## config.mk

```make
export PLATFORM = sky130hd
export DESIGN_NAME = vector_norm_flat
export DESIGN_NICKNAME = d
export VERILOG_FILES = /design/src/rtl/vector_norm_pkg.sv /design/src/rtl/vector_norm_if.sv /design/src/rtl/vector_norm_sq.sv /design/src/rtl/vector_norm.sv /design/src/flat_wrapper.sv
export SDC_FILE = /design/constraint.sdc
export NUM_CORES = 1
export LEC_CHECK = 0
export ABC_AREA = 1
export ABC_CLOCK_PERIOD_IN_PS = 5800
export CORE_MARGIN = 1.5
export CORE_UTILIZATION = 67
export CTS_BUF_LIST = sky130_fd_sc_hd__clkbuf_4
export DETAILED_ROUTE_END_ITERATION = 12
export PLACE_DENSITY = 0.89
export SLEW_MARGIN = 20
export SYNTH_ARGS = -nofsm -noshare
export SYNTH_HDL_FRONTEND = slang
export SYNTH_SLANG_ARGS = --single-unit
```

## constraint.sdc

```tcl
create_clock -name clk_i -period 5.8 [get_ports clk_i]
set_clock_uncertainty 0.15 [all_clocks]
set_input_delay 0.87 -clock clk_i [delete_from_list [all_inputs] [get_ports clk_i]]
set_output_delay 0.87 -clock clk_i [all_outputs]
set_load 0.005 [all_outputs]
```

## src/rtl/vector_norm_pkg.sv

```systemverilog
// vector_norm_pkg
//   Shared definitions for the vector_norm coprocessor: FSM state encoding,
//   a constant-evaluable clog2 helper, and the derived width expressions
//   (sum-of-squares width SW and root width R) used by the RTL and the bench.
// Ports: none (package).
package vector_norm_pkg;

    typedef enum logic [1:0] {
        IDLE = 2'd0,
        MUL  = 2'd1,
        SQRT = 2'd2,
        FIN  = 2'd3
    } state_t;

    // Smallest r with 2**r >= v; clog2_f(1) = 0.
    function automatic int clog2_f(input int v);
        int r;
        r = 0;
        for (int i = 0; i < 31; i++) begin
            if ((1 << r) < v) r = r + 1;
        end
        return r;
    endfunction

    // Sum-of-squares width: N*(2**W-1)**2 always fits.
    function automatic int sw_f(input int w, input int n);
        return 2 * w + clog2_f(n);
    endfunction

    // Root width, also the number of square-root iterations.
    function automatic int r_f(input int w, input int n);
        return (sw_f(w, n) + 1) / 2;
    endfunction

endpackage

```

## src/rtl/vector_norm_if.sv

```systemverilog
// vector_norm_if
//   Start/busy handshake bundle for the vector_norm coprocessor.
//   Ports (signals):
//     start_i  request, taken only while busy_o = 0
//     mode_i   0 = norm, 1 = sum of squares
//     vec_bi   N packed W-bit elements, element k at [k*W +: W]
//     busy_o   operation in progress
//     valid_o  one-cycle pulse, y_bo freshly updated
//     y_bo     result (SW bits)
//   Modports: master drives the request side, slave is the coprocessor.
interface vector_norm_if #(
    parameter int W = 8,
    parameter int N = 4
);
    import vector_norm_pkg::*;

    localparam int SW = sw_f(W, N);

    logic              start_i;
    logic              mode_i;
    logic [N*W-1:0]    vec_bi;
    logic              busy_o;
    logic              valid_o;
    logic [SW-1:0]     y_bo;

    modport master (
        output start_i, mode_i, vec_bi,
        input  busy_o, valid_o, y_bo
    );

    modport slave (
        input  start_i, mode_i, vec_bi,
        output busy_o, valid_o, y_bo
    );

endinterface

```

## src/rtl/vector_norm_sq.sv

```systemverilog
// sq_shift_add
//   Start/busy shift-add squarer. A start loads the operand; the product
//   builds up one multiplier bit per cycle over W cycles.
//   Ports:
//     clk_i, rst_ni  clock, async active-low reset
//     start_i        load a_i and begin (also restarts a running product)
//     a_i            W-bit unsigned operand
//     busy_o         product in progress
//     last_o         down-counter at terminal count; with busy_o marks the
//                    final cycle, in which p_o is the complete square
//     p_o            2W-bit running product including this cycle's term
module sq_shift_add
    import vector_norm_pkg::*;
#(
    parameter int W = 8
) (
    input  logic             clk_i,
    input  logic             rst_ni,
    input  logic             start_i,
    input  logic [W-1:0]     a_i,
    output logic             busy_o,
    output logic             last_o,
    output logic [2*W-1:0]   p_o
);

    localparam int CW = (W > 1) ? clog2_f(W) : 1;

    logic              busy_q;
    logic [CW-1:0]     cnt_q;
    logic [2*W-1:0]    mcand_q;
    logic [W-1:0]      mplier_q;
    logic [2*W-1:0]    acc_q;
    logic [2*W-1:0]    term;

    assign term   = mplier_q[0] ? mcand_q : '0;
    // Combinational final add lets the caller consume the square in the
    // last busy cycle instead of one cycle later.
    assign p_o    = acc_q + term;
    assign busy_o = busy_q;
    assign last_o = (cnt_q == '0);

    always_ff @(posedge clk_i or negedge rst_ni) begin
        if (!rst_ni) begin
            busy_q   <= 1'b0;
            cnt_q    <= '0;
            mcand_q  <= '0;
            mplier_q <= '0;
            acc_q    <= '0;
        end else if (start_i) begin
            busy_q   <= 1'b1;
            cnt_q    <= CW'(W - 1);
            mcand_q  <= {{W{1'b0}}, a_i};
            mplier_q <= a_i;
            acc_q    <= '0;
        end else if (busy_q) begin
            acc_q    <= p_o;
            mcand_q  <= mcand_q << 1;
            mplier_q <= mplier_q >> 1;
            if (cnt_q == '0) begin
                busy_q <= 1'b0;
            end else begin
                cnt_q <= cnt_q - 1'b1;
            end
        end
    end

endmodule

```

## src/rtl/vector_norm.sv

```systemverilog
// vector_norm
//   Multi-cycle coprocessor: floor(sqrt(sum x[k]^2)) or the raw sum of
//   squares of an N-element unsigned vector. One shared shift-add squarer,
//   one bit-serial restoring square root; latency is data-independent.
//   Ports:
//     clk_i   clock
//     rst_ni  async active-low reset, aborts any job in flight
//     bus     vector_norm_if slave: start_i, mode_i, vec_bi in;
//             busy_o, valid_o, y_bo out
//
//   state | meaning
//   IDLE  | waiting for start_i; valid_o pulses here right after FIN
//   MUL   | squaring element k (W cycles each), accumulating, N elements
//   SQRT  | restoring root, one bit per cycle MSB first, R cycles
//   FIN   | register y_bo, return to IDLE
module vector_norm
    import vector_norm_pkg::*;
#(
    parameter int W = 8,
    parameter int N = 4
) (
    input  logic        clk_i,
    input  logic        rst_ni,
    vector_norm_if.slave bus
);

    localparam int SW = sw_f(W, N);
    localparam int R  = r_f(W, N);
    localparam int IW = (N > 1) ? clog2_f(N) : 1;
    localparam int RW = (R > 1) ? clog2_f(R) : 1;

    state_t            state_q, state_d;
    logic              mode_q;
    logic [N*W-1:0]    vec_q;      // elements still to be squared, next at LSB
    logic [IW-1:0]     elem_q;     // elements remaining after the current one
    logic [SW-1:0]     acc_q;
    logic [2*R-1:0]    rad_q;
    logic [R+1:0]      rem_q;
    logic [R-1:0]      root_q;
    logic [RW-1:0]     bit_q;
    logic [SW-1:0]     y_q;
    logic              valid_q;

    logic              sq_start;
    logic [W-1:0]      sq_a;
    logic              sq_busy;
    logic              sq_last;
    logic [2*W-1:0]    sq_p;
    logic              sq_done;
    logic [SW-1:0]     acc_n;

    logic [R+1:0]      rem_sh;
    logic [R+1:0]      trial;
    logic              ge;

    sq_shift_add #(.W(W)) u_sq (
        .clk_i   (clk_i),
        .rst_ni  (rst_ni),
        .start_i (sq_start),
        .a_i     (sq_a),
        .busy_o  (sq_busy),
        .last_o  (sq_last),
        .p_o     (sq_p)
    );

    assign sq_done = sq_busy & sq_last;
    assign acc_n   = acc_q + SW'(sq_p);

    // Element 0 goes to the squarer straight from the bus in the accept
    // cycle, so squaring starts with no setup cycle.
    assign sq_a = (state_q == IDLE) ? bus.vec_bi[W-1:0] : vec_q[W-1:0];

    // Restoring root step: bring down two radicand bits, try 4*root+1.
    assign rem_sh = (rem_q << 2) | (R + 2)'(rad_q[2*R-1 -: 2]);
    assign trial  = {root_q, 2'b01};
    assign ge     = (rem_sh >= trial);

    always_comb begin
        state_d  = state_q;
        sq_start = 1'b0;
        case (state_q)
            IDLE: begin
                if (bus.start_i) begin
                    state_d  = MUL;
                    sq_start = 1'b1;
                end
            end
            MUL: begin
                if (sq_done) begin
                    if (elem_q != '0) begin
                        sq_start = 1'b1;
                    end else begin
                        state_d = mode_q ? FIN : SQRT;
                    end
                end
            end
            SQRT: begin
                if (bit_q == '0) state_d = FIN;
            end
            FIN: begin
                state_d = IDLE;
            end
            default: state_d = IDLE;
        endcase
    end

    always_ff @(posedge clk_i or negedge rst_ni) begin
        if (!rst_ni) begin
            state_q <= IDLE;
        end else begin
            state_q <= state_d;
        end
    end

    always_ff @(posedge clk_i or negedge rst_ni) begin
        if (!rst_ni) begin
            mode_q  <= 1'b0;
            vec_q   <= '0;
            elem_q  <= '0;
            acc_q   <= '0;
            rad_q   <= '0;
            rem_q   <= '0;
            root_q  <= '0;
            bit_q   <= '0;
            y_q     <= '0;
            valid_q <= 1'b0;
        end else begin
            valid_q <= (state_q == FIN);
            case (state_q)
                IDLE: begin
                    if (bus.start_i) begin
                        mode_q <= bus.mode_i;
                        vec_q  <= bus.vec_bi >> W;
                        elem_q <= IW'(N - 1);
                        acc_q  <= '0;
                    end
                end
                MUL: begin
                    if (sq_done) begin
                        acc_q <= acc_n;
                        vec_q <= vec_q >> W;
                        if (elem_q != '0) begin
                            elem_q <= elem_q - 1'b1;
                        end else begin
                            rad_q  <= (2 * R)'(acc_n);
                            rem_q  <= '0;
                            root_q <= '0;
                            bit_q  <= RW'(R - 1);
                        end
                    end
                end
                SQRT: begin
                    rad_q  <= rad_q << 2;
                    rem_q  <= ge ? (rem_sh - trial) : rem_sh;
                    root_q <= R'({root_q, ge});
                    if (bit_q != '0) bit_q <= bit_q - 1'b1;
                end
                FIN: begin
                    y_q <= mode_q ? acc_q : SW'(root_q);
                end
                default: ;
            endcase
        end
    end

    assign bus.busy_o  = (state_q != IDLE);
    assign bus.valid_o = valid_q;
    assign bus.y_bo    = y_q;

endmodule
```

## src/flat_wrapper.sv

```systemverilog
// flat-port wrapper written by rule: the top's interface ports become plain ports
module vector_norm_flat import vector_norm_pkg::*;
#(
    parameter int W = 8,
    parameter int N = 4
)
  (clk_i, rst_ni, bus_start_i, bus_mode_i, bus_vec_bi, bus_busy_o, bus_valid_o, bus_y_bo);
  vector_norm_if #(.W(W), .N(N)) bus_i ();
  input  logic clk_i;
  input  logic rst_ni;
  input wire logic [$bits(bus_i.start_i)-1:0] bus_start_i;
  input wire logic [$bits(bus_i.mode_i)-1:0] bus_mode_i;
  input wire logic [$bits(bus_i.vec_bi)-1:0] bus_vec_bi;
  output wire logic [$bits(bus_i.busy_o)-1:0] bus_busy_o;
  output wire logic [$bits(bus_i.valid_o)-1:0] bus_valid_o;
  output wire logic [$bits(bus_i.y_bo)-1:0] bus_y_bo;
  assign bus_i.start_i = bus_start_i;
  assign bus_i.mode_i = bus_mode_i;
  assign bus_i.vec_bi = bus_vec_bi;
  assign bus_busy_o = bus_i.busy_o;
  assign bus_valid_o = bus_i.valid_o;
  assign bus_y_bo = bus_i.y_bo;
  vector_norm #(.W(W), .N(N)) u_core (.clk_i(clk_i), .rst_ni(rst_ni), .bus(bus_i));
endmodule
```

==> metrics.md <==
| Metric | Value |
|---|---|
| Status | `finished clean` |
| First-pass GRT wire length | `34,960 um` |
| WP data arrival | `3920 ps` |
| Largest driver fanout on the critical path | `17` |
| Final period util | `0.6195` |
| Die H | `118.7 um` |
| Pre-CTS WS | `2289 ps` |
| Combined area of the multi-input logic cells | `4463 um^2` |
| CP endpoint | `u_core.rad_q[14]$_DFFE_PN0P_` |
| Sw Pwr | `2811 uW` |
| Rows | `42` |
| Dominant cells by area after synthesis | `dfrtp_1, nand2_1, ha_1` |
| Synth top area share | `0.4184` |
| Wire length per cell | `14.56 um` |
| Share of cells above drive strength 1 | `0.05331` |
| Max VDD drop | `293.5 uV` |
| Final Util | `0.7502` |
| Yosys warns | `0` |
| Lkg Pwr | `0.005221 uW` |
| EDFF count, synth | `0` |
| Max Root-Sink Buffers | `2` |
| Initial antenna violation count | `0` |
| Final number of setup-violating endpoints | `0` |
| Total GRT Usage | `0.3076` |
| R2r endpoint | `u_core.rad_q[14]$_DFFE_PN0P_` |
| Switching fraction of total power | `0.4945` |
| Total grt overflow | `0` |
| CP startpoint | `u_core.u_sq.mplier_q[0]$_DFFE_PN0P_` |
| Detail Route Antenna Nets | `0` |
| Total number of vias | `8,055` |
| PortBufs | `55` |
| Setup WS post-layout | `2207 ps` |
| CP Class | `reg2reg` |
| Root buffer cell | `clkbuf_4` |
| Worst-path clk slew | `140 ps` |
| TritonCTS clock tree | `built` |
| Die W | `118.7 um` |
| Die Area | `14,090 um^2` |
| Cell taking the most area after synthesis | `dfrtp_1` |
| Sequential share of the synthesized area | `0.4184` |
| PostCTS Resize Cnt | `0` |
| Ports | `56` |
| GP Congestion | `0.9608` |
| Antenna Cells | `0` |
| Element type at the critical path start | `flop` |
| Post-CTS setup buffers | `0` |
| Total power | `5685 uW` |
| Initial DRT Pass Iterations | `8` |
| Fill count | `995` |
| Worst endpoint required time | `6120 ps` |
| Unrepaired setup endpoints after global routing | `no` |
| Power Density | `576.8 nW/um^2` |
| Routed vias/inst | `5.697` |
| Reg2reg start | `u_core.u_sq.mplier_q[0]$_DFFE_PN0P_` |
| Largest net degree at the start of global routing | `95` |
| Comb power frac | `0.582` |
| Max-slew violations | `0` |
| Syn Nets | `1,271` |
| CP Capture Type | `flop` |
| Initial DRC Count | `669` |
| Dominant synthesized flop cell | `dfrtp_1` |
| Final WL | `20,580 um` |
| Reg2reg path depth | `20` |
| H-tree Lvls | `4` |
| Clk sinks | `150` |
| Cell Area, Synth | `8971 um^2` |
| Clk pwr share | `0.115` |
| Synth Area per Inst | `7.590 um^2` |
| Pint | `2874 uW` |
| Clock latency on the worst-skew pair | `590 ps` |
| Starting density of the core | `0.6829` |
| Final min period | `3593 ps` |
| HP Class | `in2async` |
| Slew Limit Headroom | `0.2768` |
| Flop2flop setup slack | `2210 ps` |
| Core ar. | `13,140 um^2` |
| Cells after synthesis | `1,182` |
| Fmax | `278.3 MHz` |
| Sequential Power Share | `0.303` |
| DRC | `0` |
| Commonest non-fill, non-tap cell in the layout | `nand2_1` |
| Hold Buf Count CTS | `0` |
| Setup TNS | `0 ps` |
| Slew @ Worst Pin | `1083 ps` |
| Distinct cells, synth | `44` |
| Async S/R FF share, synth | `1.000` |
| Most frequent cells in the layout | `nand2_1, dfrtp_1, inv_1` |
| Area Growth Syn to Fin | `9.861%` |
| FF/Latch Area | `3754 um^2` |
| DP HPWL | `14,910 um` |
| Flops & latches, synth | `150` |
| Max-cap violations | `0` |
| Cts bufs inserted | `17` |
| Final hold vios | `0` |
| Vias in the first global route | `7,581` |
| Fin nets | `1,315` |
==> critical path, stage by stage (launching register included) <==
cell and delay, ps:
dfrtp_1 580, nand2_1 130, inv_1 50, ha_1 200, fa_1 430, nand3_1 100
nand2_1 110, nand2_1 80, nand2_1 80, nand3_1 110, nand3b_1 100, and2_1 170
ha_1 330, nand2_1 120, inv_1 50, a21oi_1 230, nor2_1 60, nor2_1 140
nand3_1 110, nand3_1 90, nand2_1 60
==> cells in the mapped netlist, drive strengths merged, types with 2 or more instances <==
master  count
nand3     100
o211ai      4
a22o        4
dfrtp     150
nand2     367
fa          2
clkbuf     16
nor3        6
xor2       11
and2       10
o22ai      25
o21ai      62
o221ai      2
a21oi      54
nor2       94
nand3b     15
ha         51
xnor2       5
o31ai      16
inv       151
buf        17
nand4      13
==> power by group through the flow <==
stage	sequential (uW)	clock, uW	combinational (uW)
global route	1760	698	3720
global placement	1720	0	3150
detailed placement	1730	0	3250
CTS	1710	656	3280
finish	1720	655	3310
floorplan	1630	0	2560
==> worst min path at each step <==
| stage | from | to | slack [ps] | depth (start not counted) |
|---|---|---|---|---|
| finish | rst_ni | u_core.bus.y_bo[7]$_DFFE_PN0P_ | 180 | 1 |
| global route | rst_ni | u_core.bus.y_bo[7]$_DFFE_PN0P_ | 250 | 1 |
| CTS | rst_ni | u_core.bus.y_bo[7]$_DFFE_PN0P_ | 230 | 1 |
| detailed placement | u_core.vec_q[14]$_DFFE_PN0P_ | u_core.vec_q[14]$_DFFE_PN0P_ | 320 | 2 |
| global placement | u_core.u_sq.mplier_q[7]$_DFFE_PN0P_ | u_core.u_sq.mplier_q[7]$_DFFE_PN0P_ | 310 | 2 |
| floorplan | u_core.u_sq.mplier_q[7]$_DFFE_PN0P_ | u_core.u_sq.mplier_q[7]$_DFFE_PN0P_ | 290 | 2 |
==> routing by layer <==
layer | routed length [um] | global-route usage | vias up
li1 | - | - | 3926
met1 | 9024 | 0.4178 | 3793
met2 | 9991 | 0.5102 | 300
met3 | 1184 | 0.05116 | 36
met4 | 382 | 0.09262 | 0
met5 | 0 | 0 | -
==> metrics by stage <==
step / hold WS (ps) / instances / area (um^2)
floorplan: 293.8 / 1182 / 8971
global placement: 310.6 / 1383 / 9583
detailed placement: 319.0 / 1383 / 9583
CTS: 233.7 / 1414 / 9853
global route: 250.2 / 1414 / 9856
finish: 184.8 / 1414 / 9856
==> cell type report <==
type | count | share of cell area
multi-input combinational | 847 | 0.4528
sequential | 150 | 0.3809
timing repair buffer | 58 | 0.05827
inverter | 152 | 0.05827
tap | 176 | 0.02234
clock buffer | 19 | 0.01447
clock inverter | 12 | 0.01295
==> logic make-up after synthesis <==
kind of cell             Yosys count  synth area share
AO/OA/AOI/OAI                    171            0.1155
XOR/XNOR                          16           0.01562
adder cells (fa/ha/maj)           53           0.07559
buffers and inverters            185           0.08438
flip-flops                       150            0.4184
multiplexers                       1          0.001255
AND/OR/NAND/NOR                  606            0.2893
==> registers in the layout, summed over array words and instances, names as in the netlist <==
register	flops
u_core.u_sq.busy_o	1
u_core.bus.valid_o	1
u_core.state_q	2
u_core.u_sq.cnt_q	3
u_core.mode_q	1
u_core.acc_q	18
u_core.u_sq.mcand_q	16
u_core.u_sq.acc_q	16
u_core.rem_q	9
u_core.root_q	9
u_core.bit_q	4
u_core.u_sq.mplier_q	8
u_core.vec_q	24
u_core.bus.y_bo	18
u_core.rad_q	18
u_core.elem_q	2
No activity file was read; power rests on OpenSTA's default activity.
